## src/rtl/uart_arb_pkg.sv

```systemverilog
// uart_arb_pkg
// Shared definitions for the UART transmit arbiter:
//   state_e : arbiter FSM states (IDLE, OWN, GAP)
//   NULL    : end-of-message character value
//   clog2   : counter width helper, never returns less than 1
package uart_arb_pkg;

    typedef enum logic [1:0] {
        IDLE = 2'd0,
        OWN  = 2'd1,
        GAP  = 2'd2
    } state_e;

    localparam int NULL = 0;

    // Width needed to hold values 0..value-1; at least one bit so that
    // degenerate parameters still give a legal vector.
    function automatic int clog2(input int value);
        int w;
        w = 0;
        while ((1 << w) < value) begin
            w++;
        end
        return (w < 1) ? 1 : w;
    endfunction

endpackage

```

## src/rtl/uart_tx_arbiter_rr_pick.sv

```systemverilog
// rr_pick
// Combinational round-robin selector. Searches the request vector starting
// one position after the previous owner and wrapping around.
// Ports:
//   req       in  NumReq : request levels
//   last      in  IdxW   : index of the previous owner
//   winner    out NumReq : one-hot winner, zero when no request
//   winnerIdx out IdxW   : index of the winner, zero when no request
module rr_pick
    import uart_arb_pkg::*;
#(
    parameter int NumReq = 4,
    parameter int IdxW   = clog2(NumReq)
) (
    input  logic [NumReq-1:0] req,
    input  logic [IdxW-1:0]   last,
    output logic [NumReq-1:0] winner,
    output logic [IdxW-1:0]   winnerIdx
);

    logic found;

    function automatic logic [IdxW-1:0] wrapIdx(input int value);
        return IdxW'(value % NumReq);
    endfunction

    // First asserted request after 'last'; the previous owner itself is
    // checked last so it only wins again when nobody else is asking.
    always_comb begin
        winner    = '0;
        winnerIdx = '0;
        found     = 1'b0;
        for (int j = 1; j <= NumReq; j++) begin
            if (!found && req[wrapIdx(int'(last) + j)]) begin
                found                            = 1'b1;
                winner[wrapIdx(int'(last) + j)]  = 1'b1;
                winnerIdx                        = wrapIdx(int'(last) + j);
            end
        end
    end

endmodule

```

## src/rtl/uart_tx_arbiter.sv

```systemverilog
// uart_tx_arbiter
// Shares one UART transmitter between several character-stream requesters.
// Ownership is granted round-robin for a whole message; accepted characters
// are forwarded as one-cycle write strobes followed by a fixed gap.
// Ports:
//   clock         in  : rising-edge clock
//   reset         in  : asynchronous active-low reset
//   req           in  : per-requester message request (level)
//   wr            in  : per-requester character valid
//   data          in  : packed characters, requester i at [i*DataBits +: DataBits]
//   tx_full       in  : UART FIFO full
//   grant         out : registered one-hot owner
//   ready         out : combinational per-requester accept enable
//   write_to_uart out : registered one-cycle write strobe
//   w_data        out : registered character for the strobe
//   busy          out : registered, high while not IDLE
//   timeout       out : registered pulse on idle revocation
module uart_tx_arbiter
    import uart_arb_pkg::*;
#(
    parameter int NumReq    = 4,
    parameter int DataBits  = 7,
    parameter int GapCycles = 16,
    parameter int IdleLimit = 1024
) (
    input  logic                       clock,
    input  logic                       reset,
    input  logic [NumReq-1:0]          req,
    input  logic [NumReq-1:0]          wr,
    input  logic [NumReq*DataBits-1:0] data,
    input  logic                       tx_full,
    output logic [NumReq-1:0]          grant,
    output logic [NumReq-1:0]          ready,
    output logic                       write_to_uart,
    output logic [DataBits-1:0]        w_data,
    output logic                       busy,
    output logic                       timeout
);

    localparam int IdxW  = clog2(NumReq);
    localparam int GapW  = clog2(GapCycles);
    localparam int IdleW = clog2(IdleLimit);

    state_e              state_q;
    logic [NumReq-1:0]   grant_q;
    logic [IdxW-1:0]     owner_q;
    logic [IdxW-1:0]     last_q;
    logic [GapW-1:0]     gapCnt_q;
    logic [GapW-1:0]     gapCnt_d;
    logic [IdleW-1:0]    idleCnt_q;
    logic [IdleW-1:0]    idleCnt_d;
    logic                strobe_q;
    logic [DataBits-1:0] wData_q;
    logic                busy_q;
    logic                timeout_q;

    logic [NumReq-1:0]   pickOneHot;
    logic [IdxW-1:0]     pickIdx;
    logic [DataBits-1:0] ownerData;
    logic                ownerReq;
    logic                ownReady;
    logic                accept;

    rr_pick #(
        .NumReq (NumReq),
        .IdxW   (IdxW)
    ) u_rr_pick (
        .req       (req),
        .last      (last_q),
        .winner    (pickOneHot),
        .winnerIdx (pickIdx)
    );

    // The owner's view of the request bus, and the accept condition that
    // gates every character into the UART path.
    always_comb begin
        ownerData = data[int'(owner_q)*DataBits +: DataBits];
        ownerReq  = req[owner_q];
        ownReady  = (state_q == OWN) && !tx_full;
        accept    = ownReady && wr[owner_q];
        ready     = ownReady ? grant_q : '0;
        gapCnt_d  = gapCnt_q - 1'b1;
        idleCnt_d = idleCnt_q + 1'b1;
    end

    // Arbiter FSM with all outputs registered. Strobe and timeout default
    // low each cycle so they can only ever be one-cycle pulses. Every way
    // out of ownership records the owner as 'last' for the next search.
    always_ff @(posedge clock or negedge reset) begin
        if (!reset) begin
            state_q   <= IDLE;
            grant_q   <= '0;
            owner_q   <= '0;
            last_q    <= IdxW'(NumReq - 1);
            gapCnt_q  <= '0;
            idleCnt_q <= '0;
            strobe_q  <= 1'b0;
            wData_q   <= '0;
            busy_q    <= 1'b0;
            timeout_q <= 1'b0;
        end else begin
            strobe_q  <= 1'b0;
            timeout_q <= 1'b0;
            case (state_q)
                IDLE: begin
                    if (|req) begin
                        state_q   <= OWN;
                        grant_q   <= pickOneHot;
                        owner_q   <= pickIdx;
                        busy_q    <= 1'b1;
                        idleCnt_q <= '0;
                    end
                end
                OWN: begin
                    if (accept) begin
                        if (ownerData == DataBits'(NULL)) begin
                            state_q <= IDLE;
                            grant_q <= '0;
                            busy_q  <= 1'b0;
                            last_q  <= owner_q;
                        end else begin
                            strobe_q <= 1'b1;
                            wData_q  <= ownerData;
                            gapCnt_q <= GapW'(GapCycles - 1);
                            state_q  <= GAP;
                        end
                    end else if (!ownerReq) begin
                        state_q <= IDLE;
                        grant_q <= '0;
                        busy_q  <= 1'b0;
                        last_q  <= owner_q;
                    end else if (idleCnt_q == IdleW'(IdleLimit - 1)) begin
                        timeout_q <= 1'b1;
                        state_q   <= IDLE;
                        grant_q   <= '0;
                        busy_q    <= 1'b0;
                        last_q    <= owner_q;
                    end else begin
                        idleCnt_q <= idleCnt_d;
                    end
                end
                GAP: begin
                    // A release seen at the end of the gap still lets the
                    // full gap elapse before anyone else can be granted.
                    if (gapCnt_q == '0) begin
                        if (ownerReq) begin
                            state_q   <= OWN;
                            idleCnt_q <= '0;
                        end else begin
                            state_q <= IDLE;
                            grant_q <= '0;
                            busy_q  <= 1'b0;
                            last_q  <= owner_q;
                        end
                    end else begin
                        gapCnt_q <= gapCnt_d;
                    end
                end
                default: begin
                    state_q <= IDLE;
                    grant_q <= '0;
                    busy_q  <= 1'b0;
                end
            endcase
        end
    end

    assign grant         = grant_q;
    assign write_to_uart = strobe_q;
    assign w_data        = wData_q;
    assign busy          = busy_q;
    assign timeout       = timeout_q;

endmodule

```

## config.mk

```make
export PLATFORM = sky130hd
export DESIGN_NAME = uart_tx_arbiter
export DESIGN_NICKNAME = d
export VERILOG_FILES = /design/src/rtl/uart_arb_pkg.sv /design/src/rtl/uart_tx_arbiter_rr_pick.sv /design/src/rtl/uart_tx_arbiter.sv
export SDC_FILE = /design/constraint.sdc
export NUM_CORES = 1
export LEC_CHECK = 0
export CAP_MARGIN = 20
export CORE_AREA = 10 10 83 85
export DETAILED_ROUTE_END_ITERATION = 12
export DIE_AREA = 0 0 93 95
export GPL_TIMING_DRIVEN = 0
export PLACE_DENSITY = 0.8
export SYNTH_ARGS = -nofsm -noshare
export SYNTH_HDL_FRONTEND = slang
export SYNTH_HIERARCHICAL = 1
export SYNTH_SLANG_ARGS = --single-unit
```

## constraint.sdc

```tcl
create_clock -name clock -period 3.26 [get_ports clock]
set_clock_uncertainty 0.15 [all_clocks]
set_input_delay 0.326 -clock clock [delete_from_list [all_inputs] [get_ports clock]]
set_output_delay 0.326 -clock clock [all_outputs]
set_load 0.05 [all_outputs]
```

# After elaboration in Yosys (flattened, before gate mapping)
# Cells that the tools add are included.
# totals
regBits	34
output_inout_bits	18
wordCells	153
# op_classes
addsub	6
multipliers	1
magnitude_cmp	9
n_eq_ne	15
n_shift	1
n_mux	81
n_bitwise	4
n_reduce_logical	26
# op_table
op	count
two-way mux 10 bit	6
two-way mux 4 bit	15
two-way mux 2 bit	16
case mux 10 bit (3 select lines)	1
two-way mux 1 bit	28
variable part select 28 x 6 -> 7 bit	1
!= test 2 bit (second input constant)	10
less-than comparator 2 x 3 -> 1 bit (second input constant)	5
binary-select mux 1 bit (select 2 bit)	6
bitwise OR 4 bit	3
case mux 4 bit (3 select lines)	1
adder 10 x 1 -> 10 bit (second input constant)	1
== test 10 bit (second input constant)	1
AND reduction 5 bit	2
logical AND 1 bit	9
demux 1 bit (select 2 bit)	4
greater-or-equal comparator 2 x 1 -> 1 bit (second input constant)	4
case mux 4 bit (2 select lines)	1
zero test 7 bit	1
AND reduction 7 bit	1
case mux 2 bit (3 select lines)	1
AND reduction 3 bit	2
multiplier 2 x 3 -> 5 bit (second input constant)	1
adder 2 x 1 -> 2 bit (second input constant)	2
other kinds (17)	21

# Longest topological paths before layout
# Gate-level depths: netlist (run 1).
# logic_depth
depth_word	15
depth_mapped	10

# Modules after synthesis
# Netlist (run 1), hierarchy kept.
# by_module_without_submodules
module	instances	cells_per_inst	area_per_inst_um2	seq_area_each_um2
uart_tx_arbiter	1	181	2031.9	853.3
rr_pick	1	68	545.5	0.0

# Least setup slack after synthesis (run 1)
# Ideal clock, no wire load.
# synth_timing
kind	reg-to-output
from	register state_q[1]
to	output port ready[0]
arrival_ps	2134
required_ps	2784
setup_slack_ps	650
stages_incl_launch_ff	6
n_path_buf	1
path_cell_list	dfrtp_1 > inv_1 > ha_1 > clkbuf_1 > inv_1 > nor3_1
# synth_between
elab_chain_len	3
# synth_lines
element	line	rtl
start, declared	uart_tx_arbiter.sv:44	state_e state_q;
start signal, assigned	uart_tx_arbiter.sv:91	state_q <= IDLE;
start signal, assigned	uart_tx_arbiter.sv:107	state_q <= OWN;
start signal, assigned	uart_tx_arbiter.sv:117	state_q <= IDLE;
== test 2 x 1 -> 1 bit	uart_tx_arbiter.sv:79	ownReady = (state_q == OWN) && !tx_full;
logical AND 1 bit	uart_tx_arbiter.sv:79	
two-way mux 4 bit	uart_tx_arbiter.sv:81	ready = ownReady ? grant_q : '0;
end, declared	uart_tx_arbiter.sv:33	output logic [NumReq-1:0] ready,
# No other way between the ends.

# Final worst setup path (run 1)
# layout_timing
from	register state_q[1]
to	output port ready[1]
# Same word-level chain as after synthesis.

==> impl_metrics.py, run 1 <==
metrics = {
    "critical_path": {
        "path_class": "reg2out",
        "start_kind": "flop",
        "rr_startpoint": "last_q[0]",
        "cp_max_fo": 10,
        "crit_start": "state_q[1]",
        "r2r_slack_ps": 500,
        "critPathArrivalTime_ps": 2600,
        "ff2ff_path_depth": 10,
        "worstSetupEndpointType": "primary output",
        "crit_required_ps": 2780,
        "rr_endpoint": "grant[2]",
        "crit_end": "ready[1]",
    },
    "grt": {
        "grt_pass1_wl_um": 10500,
        "grt_start_max_net_pins": 35,
        "grt_overflow": 0,
        "grt_use_total": 0.145,
        "antenna_found_initial": 0,
        "grt_pass1_vias": 2187,
    },
    "sta": {
        "post-route-period-util": 0.945,
        "finalHoldViolCount": 0,
        "rsz0062_at_grt": "false",
        "period_needed_ps": 3080,
        "finalSetupViolations": 0,
        "timing.final.ws_setup_ps": 180,
        "slew_headroom": 0.493,
        "finalSetupTns_ps": 0,
        "worst_pin_slew_ps": 761,
        "max_freq_ghz": 0.325,
        "drv_slew": 0,
    },
    "routing": {
        "wl_per_cell_um": 16.0,
        "via_per_inst": 5.65,
        "drc": 0,
        "top_layer_used": "met4",
        "drtIter0Drc": 131,
        "drt_pass1_iterations": 4,
        "dr_wl_met2_um": 3110,
        "wl_um": 6180,
        "met1_length_um": 2600,
        "route.met3.wl_um": 397,
        "ant_nets": 0,
        "vias": 2180,
    },
    "min_path": {
        "whs_path_depth": 1,
        "hold_path.class": "reg2reg",
    },
    "clock_network": {
        "cts_sinks": 34,
        "clk_pin_slew_worst_paths_ps": 80,
        "cts_tree": "built",
        "root_buffer": "clkbuf_8",
        "clockBufferDepth": 2,
        "h-tree-depth": 2,
        "cts-buffers-inserted": 5,
        "cts_setup_buffers": 0,
        "clk_latency_ps": 290,
    },
    "logic_synthesis": {
        "yosys.cell_types.count": 56,
        "synth.top_cells.by_count": "32 x dfrtp_1, 28 x nand2_1, 16 x inv_1, 14 x ha_1, 14 x mux2_2",
        "synth_area_leaders": "dfrtp_1 31%, ha_1 6.8%, mux4_1 6.1%, mux2_2 6.1%, mux4_2 4.4%",
        "syn-num-nets": 302,
        "ys_async_sr_fraction": 1.00,
        "yosysMostFrequentCell": "dfrtp_1",
        "synthCells": 249,
        "synth_sequential_area_ratio": 0.331,
        "synth_seq_cells": 34,
        "synth_edf_count": 0,
        "yosysTopAreaCell": "dfrtp_1",
        "synth_top_area_frac": 0.311,
        "avgSynthCellArea_sq_um": 10.4,
        "synth_area_sq_um": 2580,
        "yosys_warnings": 6,
        "ys.flop_type": "dfrtp_1",
    },
    "floorplanning": {
        "die_y_um": 95,
        "core_area_sq_um": 5340,
        "die_area_sq_um": 8840,
        "chipWidth_um": 93,
        "io_pins": 57,
        "core.rowCount": 27,
        "initial_core_util": 0.483,
    },
    "placement": {
        "place_congestion": 0.817,
        "post-place-ws_ps": 391,
        "placed_area_sq_um": 3220,
        "dp_hpwl_um": 4810,
        "io_buffers": 56,
    },
    "pwr": {
        "vdd_drop_max_v": 0.000387,
        "total_power_w": 0.00305,
        "powerDensity_nw_per_um2": 911,
        "internal_power_w": 0.00166,
        "p_sw_frac": 0.458,
        "p_sw_w": 0.00140,
        "seqPwrFrac": 0.236,
        "clockPowerShare": 0.129,
        "pwr-share-comb": 0.635,
        "p_leak_nw": 1.39,
    },
    "cells_and_area": {
        "nets": 366,
        "layout-drive-gt1-share": 0.175,
        "fillerInstances": 486,
        "final_area_sq_um": 3350,
        "diodes": 0,
        "final_core_util": 0.628,
        "area_growth_pct": 30.0,
        "register_area_sq_um": 853,
        "multiInputGateArea_sq_um": 1560,
    },
    "run_status": {
        "status": "finished clean",
    },
    "run": {
        "maxCapViolCount": 0,
    },
}
## metal layers
layer / up-vias / track usage
li1: 1071 / -
met1: 1052 / 0.172
met2: 50 / 0.242
met3: 7 / 0.0523
met4: 0 / 0.0424
met5: - / 0
## flip-flops by register name, indices dropped and copies added, names as in the netlist
register       count
gapCnt_q           4
state_q            2
last_q             2
w_data             7
timeout            1
idleCnt_q         10
busy               1
write_to_uart      1
grant              4
owner_q            2
## worst max-delay path: stages, from the launching register on
cell and delay [ps]:
dfrtp_1 420, inv_1 90, ha_1 150, clkbuf_1 330
inv_1 240, nor3_1 250, clkdlybuf4s50_1 840
## worst min-delay path by stage
stage	from	endpoint	slack, ps
finish	w_data[1]	w_data[1]	360
global route	w_data[1]	w_data[1]	370
CTS	w_data[1]	w_data[1]	370
detailed placement	reset	idleCnt_q[7]	290
global placement	w_data[4]	w_data[4]	340
floorplan	reset	busy	-120
## stage by stage
step	cells	hold slack (ps)
after global routing	386	369
after global placement	377	339
after CTS	386	365
final	386	358
after floorplan	249	-120
after detailed placement	377	294
## cell usage in the layout, fill, tap and decap left out, drive strengths merged, types with 2 or more instances in the layout
| master | Yosys | final |
|---|---|---|
| a211oi | 4 | 4 |
| a21o | 2 | 2 |
| a21oi | 10 | 10 |
| a221o | 4 | 4 |
| a221oi | 3 | 3 |
| a22oi | 3 | 3 |
| and3 | 5 | 5 |
| buf | 9 | 10 |
| clkbuf | 4 | 9 |
| clkdlybuf4s50 | 0 | 54 |
| clkinvlp | 0 | 2 |
| dfrtp | 32 | 32 |
| dfstp | 2 | 2 |
| ha | 14 | 14 |
| inv | 17 | 17 |
| mux2 | 15 | 15 |
| mux2i | 6 | 6 |
| mux4 | 11 | 11 |
| nand2 | 28 | 28 |
| nand3 | 12 | 12 |
| nand3b | 2 | 2 |
| nand4 | 2 | 2 |
| nor2 | 5 | 5 |
| nor2b | 6 | 6 |
| nor3 | 11 | 11 |
| nor3b | 3 | 3 |
| nor4 | 2 | 2 |
| o211ai | 3 | 3 |
| o21ai | 10 | 10 |
| o31ai | 3 | 3 |
| or3 | 4 | 4 |
| or3b | 2 | 2 |
| or4 | 2 | 2 |
## timing repair
| item | in CTS | in global routing |
|---|---|---|
| hold buffers | 1 | 0 |
| endpoints found under the setup margin | 0 | 1 |
| hold endpoints to repair | 32 | 0 |
| gates resized for setup | 0 | 1 |
## kinds of logic (layout without fill, tap and decap cells)
| kind of cell | Yosys count | in the layout | synth area share |
|---|---|---|---|
| simple gates | 88 | 88 | 0.186 |
| mux | 32 | 32 | 0.195 |
| fa+ha+maj | 14 | 14 | 0.0680 |
| compound gates | 51 | 51 | 0.158 |
| buf+inv | 30 | 95 | 0.0621 |
| flops | 34 | 34 | 0.331 |
## power groups by stage
stage	clock [W]	combinational (W)	sequential, W
2_1_floorplan	0	0.00125	0.000928
3_3_place_gp	0	0.00189	0.000721
3_5_place_dp	0	0.00194	0.000728
4_1_cts	0.000404	0.00195	0.000722
5_1_grt	0.000427	0.00212	0.000750
6_report	0.000394	0.00194	0.000720
## cell type report
type	count	share of cell area
Timing Repair Buffer	57	0.170
Inverter	17	0.0205
Tap cell	72	0.0269
Clock inverter	3	0.0134
Clock buffer	5	0.0205
Multi-Input combinational cell	185	0.467
Buffer	13	0.0273
Sequential cell	34	0.255
No activity file was read; power rests on OpenSTA's default activity.
==> inputs of run 2 (changes only) <==
==> constraint.sdc (replaced) <==
create_clock -name clock -period 3.3 [get_ports clock]
set_clock_uncertainty 0.15 [all_clocks]
set_input_delay 0.66 -clock clock [delete_from_list [all_inputs] [get_ports clock]]
set_output_delay 0.66 -clock clock [all_outputs]
set_load 0.05 [all_outputs]
==> impl_metrics.py, run 2 (same netlist as run 1, synthesis figures left out) <==
metrics = {
    "grt": {
        "grt_overflow": 0,
        "grt_pass1_vias": 2187,
        "grt_pass1_wl_um": 10500,
        "antenna_found_initial": 0,
        "grt_start_max_net_pins": 35,
        "grt_use_total": 0.145,
    },
    "floorplanning": {
        "io_pins": 57,
        "die_y_um": 95,
        "core_area_sq_um": 5340,
        "core.rowCount": 27,
        "chipWidth_um": 93,
        "initial_core_util": 0.483,
        "die_area_sq_um": 8840,
    },
    "cells_and_area": {
        "final_common_cell": "clkdlybuf4s50_1",
        "nets": 365,
        "diodes": 0,
        "register_area_sq_um": 853,
        "layout-drive-gt1-share": 0.179,
        "fillerInstances": 490,
        "layout_common_cells": "51 x clkdlybuf4s50_1, 32 x dfrtp_1, 28 x nand2_1",
        "multiInputGateArea_sq_um": 1560,
        "regMostFlops": "idleCnt_q",
        "largest_reg_flops": 10,
        "area_growth_pct": 29.1,
    },
    "pwr": {
        "pwr-share-comb": 0.634,
        "powerDensity_nw_per_um2": 905,
        "total_power_w": 0.00301,
        "p_sw_frac": 0.458,
        "p_sw_w": 0.00138,
        "internal_power_w": 0.00163,
        "clockPowerShare": 0.129,
        "seqPwrFrac": 0.236,
        "vdd_drop_max_v": 0.000382,
        "p_leak_nw": 1.38,
    },
    "sta": {
        "drv_slew": 0,
        "post-route-period-util": 0.945,
        "finalSetupViolations": 0,
        "period_needed_ps": 3120,
        "worst_pin_slew_ps": 761,
        "slew_headroom": 0.493,
        "rsz0062_at_grt": "false",
        "finalSetupTns_ps": 0,
        "finalHoldViolCount": 0,
        "max_freq_ghz": 0.321,
    },
    "routing": {
        "wl_per_cell_um": 16.0,
        "via_per_inst": 5.64,
        "wl_um": 6170,
        "ant_nets": 0,
        "drtIter0Drc": 125,
        "drc": 0,
        "drt_pass1_iterations": 4,
        "vias": 2171,
    },
    "clock_network": {
        "cts_setup_buffers": 0,
        "root_buffer": "clkbuf_8",
        "cts_resized": 4,
        "cts_sinks": 34,
        "cts_tree": "built",
        "clockBufferDepth": 2,
        "holdBufCountCts": 0,
        "clk_latency_ps": 290,
        "cts-buffers-inserted": 5,
        "clk_pin_slew_worst_paths_ps": 80,
        "h-tree-depth": 2,
    },
    "critical_path": {
        "path_class": "reg2out",
        "ff2ff_path_depth": 10,
        "worstSetupEndpointType": "primary output",
        "critPathArrivalTime_ps": 2310,
        "rr_startpoint": "last_q[0]",
        "crit_required_ps": 2490,
        "r2r_slack_ps": 540,
        "start_kind": "flop",
        "cp_max_fo": 10,
        "rr_endpoint": "grant[2]",
    },
    "placement": {
        "dp_hpwl_um": 4810,
        "io_buffers": 56,
        "place_congestion": 0.817,
    },
    "run_status": {
        "status": "finished clean",
    },
    "min_path": {
        "hold_path.class": "in2async",
    },
    "run": {
        "maxCapViolCount": 0,
    },
}
[run 2: cell count changes in the layout (fill, tap and decap cells not counted)]
cell,delta
dlygate4sd2_1,+3
dlygate4sd3_1,-1
dlymetal6s2s_1,-1
clkdlybuf4s50_1,-3
clkbuf_2,+1
[run 2: critical path, stage by stage (launching register included)]
cell and delay [ps]:
dfrtp_1 420, inv_1 90, ha_1 150, clkbuf_1 340
inv_1 240, nor3_1 240, dlygate4sd2_1 550
[run 2: per-stage QoR]
stage / cell area (sq um) / setup slack [ps] / util / std cells / hold slack (ps)
after detailed placement: 3220 / 97.4 / 0.604 / 377 / 346
final: 3330 / 181 / 0.624 / 385 / 284
after CTS: 3330 / 109 / 0.624 / 385 / 306
after floorplan: 2580 / 356 / - / 249 / 214
after global placement: 3230 / 152 / 0.605 / 377 / 339
after global routing: 3330 / 20.3 / 0.624 / 385 / 345
[run 2: how the worst max path moves through the flow]
stage                from       end  slack (ps)
6_report       state_q[1]  ready[1]         180
5_1_grt        state_q[1]  ready[1]          20
4_1_cts        state_q[1]  ready[2]         110
3_5_place_dp     data[22]      busy         100
3_3_place_gp     data[25]      busy         150
2_1_floorplan  state_q[1]  ready[0]         360
[run 2: layout make-up]
cell class                      instances  share of cell area
Buffer                                 13              0.0274
Clock buffer                            5              0.0207
Clock inverter                          3              0.0135
Inverter                               17              0.0207
Multi-Input combinational cell        185               0.470
Sequential cell                        34               0.256
Tap cell                               72              0.0271
Timing Repair Buffer                   56               0.164
[run 2: power by group through the flow]
stage | sequential [W] | combinational (W) | clock, W
after floorplan | 0.000917 | 0.00123 | 0
after global placement | 0.000712 | 0.00187 | 0
after detailed placement | 0.000719 | 0.00192 | 0
after CTS | 0.000713 | 0.00192 | 0.000400
after global routing | 0.000741 | 0.00209 | 0.000421
final | 0.000712 | 0.00191 | 0.000390
[run 2: metal layers]
layer,track usage,vias up,share of wire
li1,-,1069,-
met1,0.172,1045,0.42
met2,0.242,50,0.51
met3,0.0523,7,0.064
met4,0.0424,0,0.011
met5,0,-,0
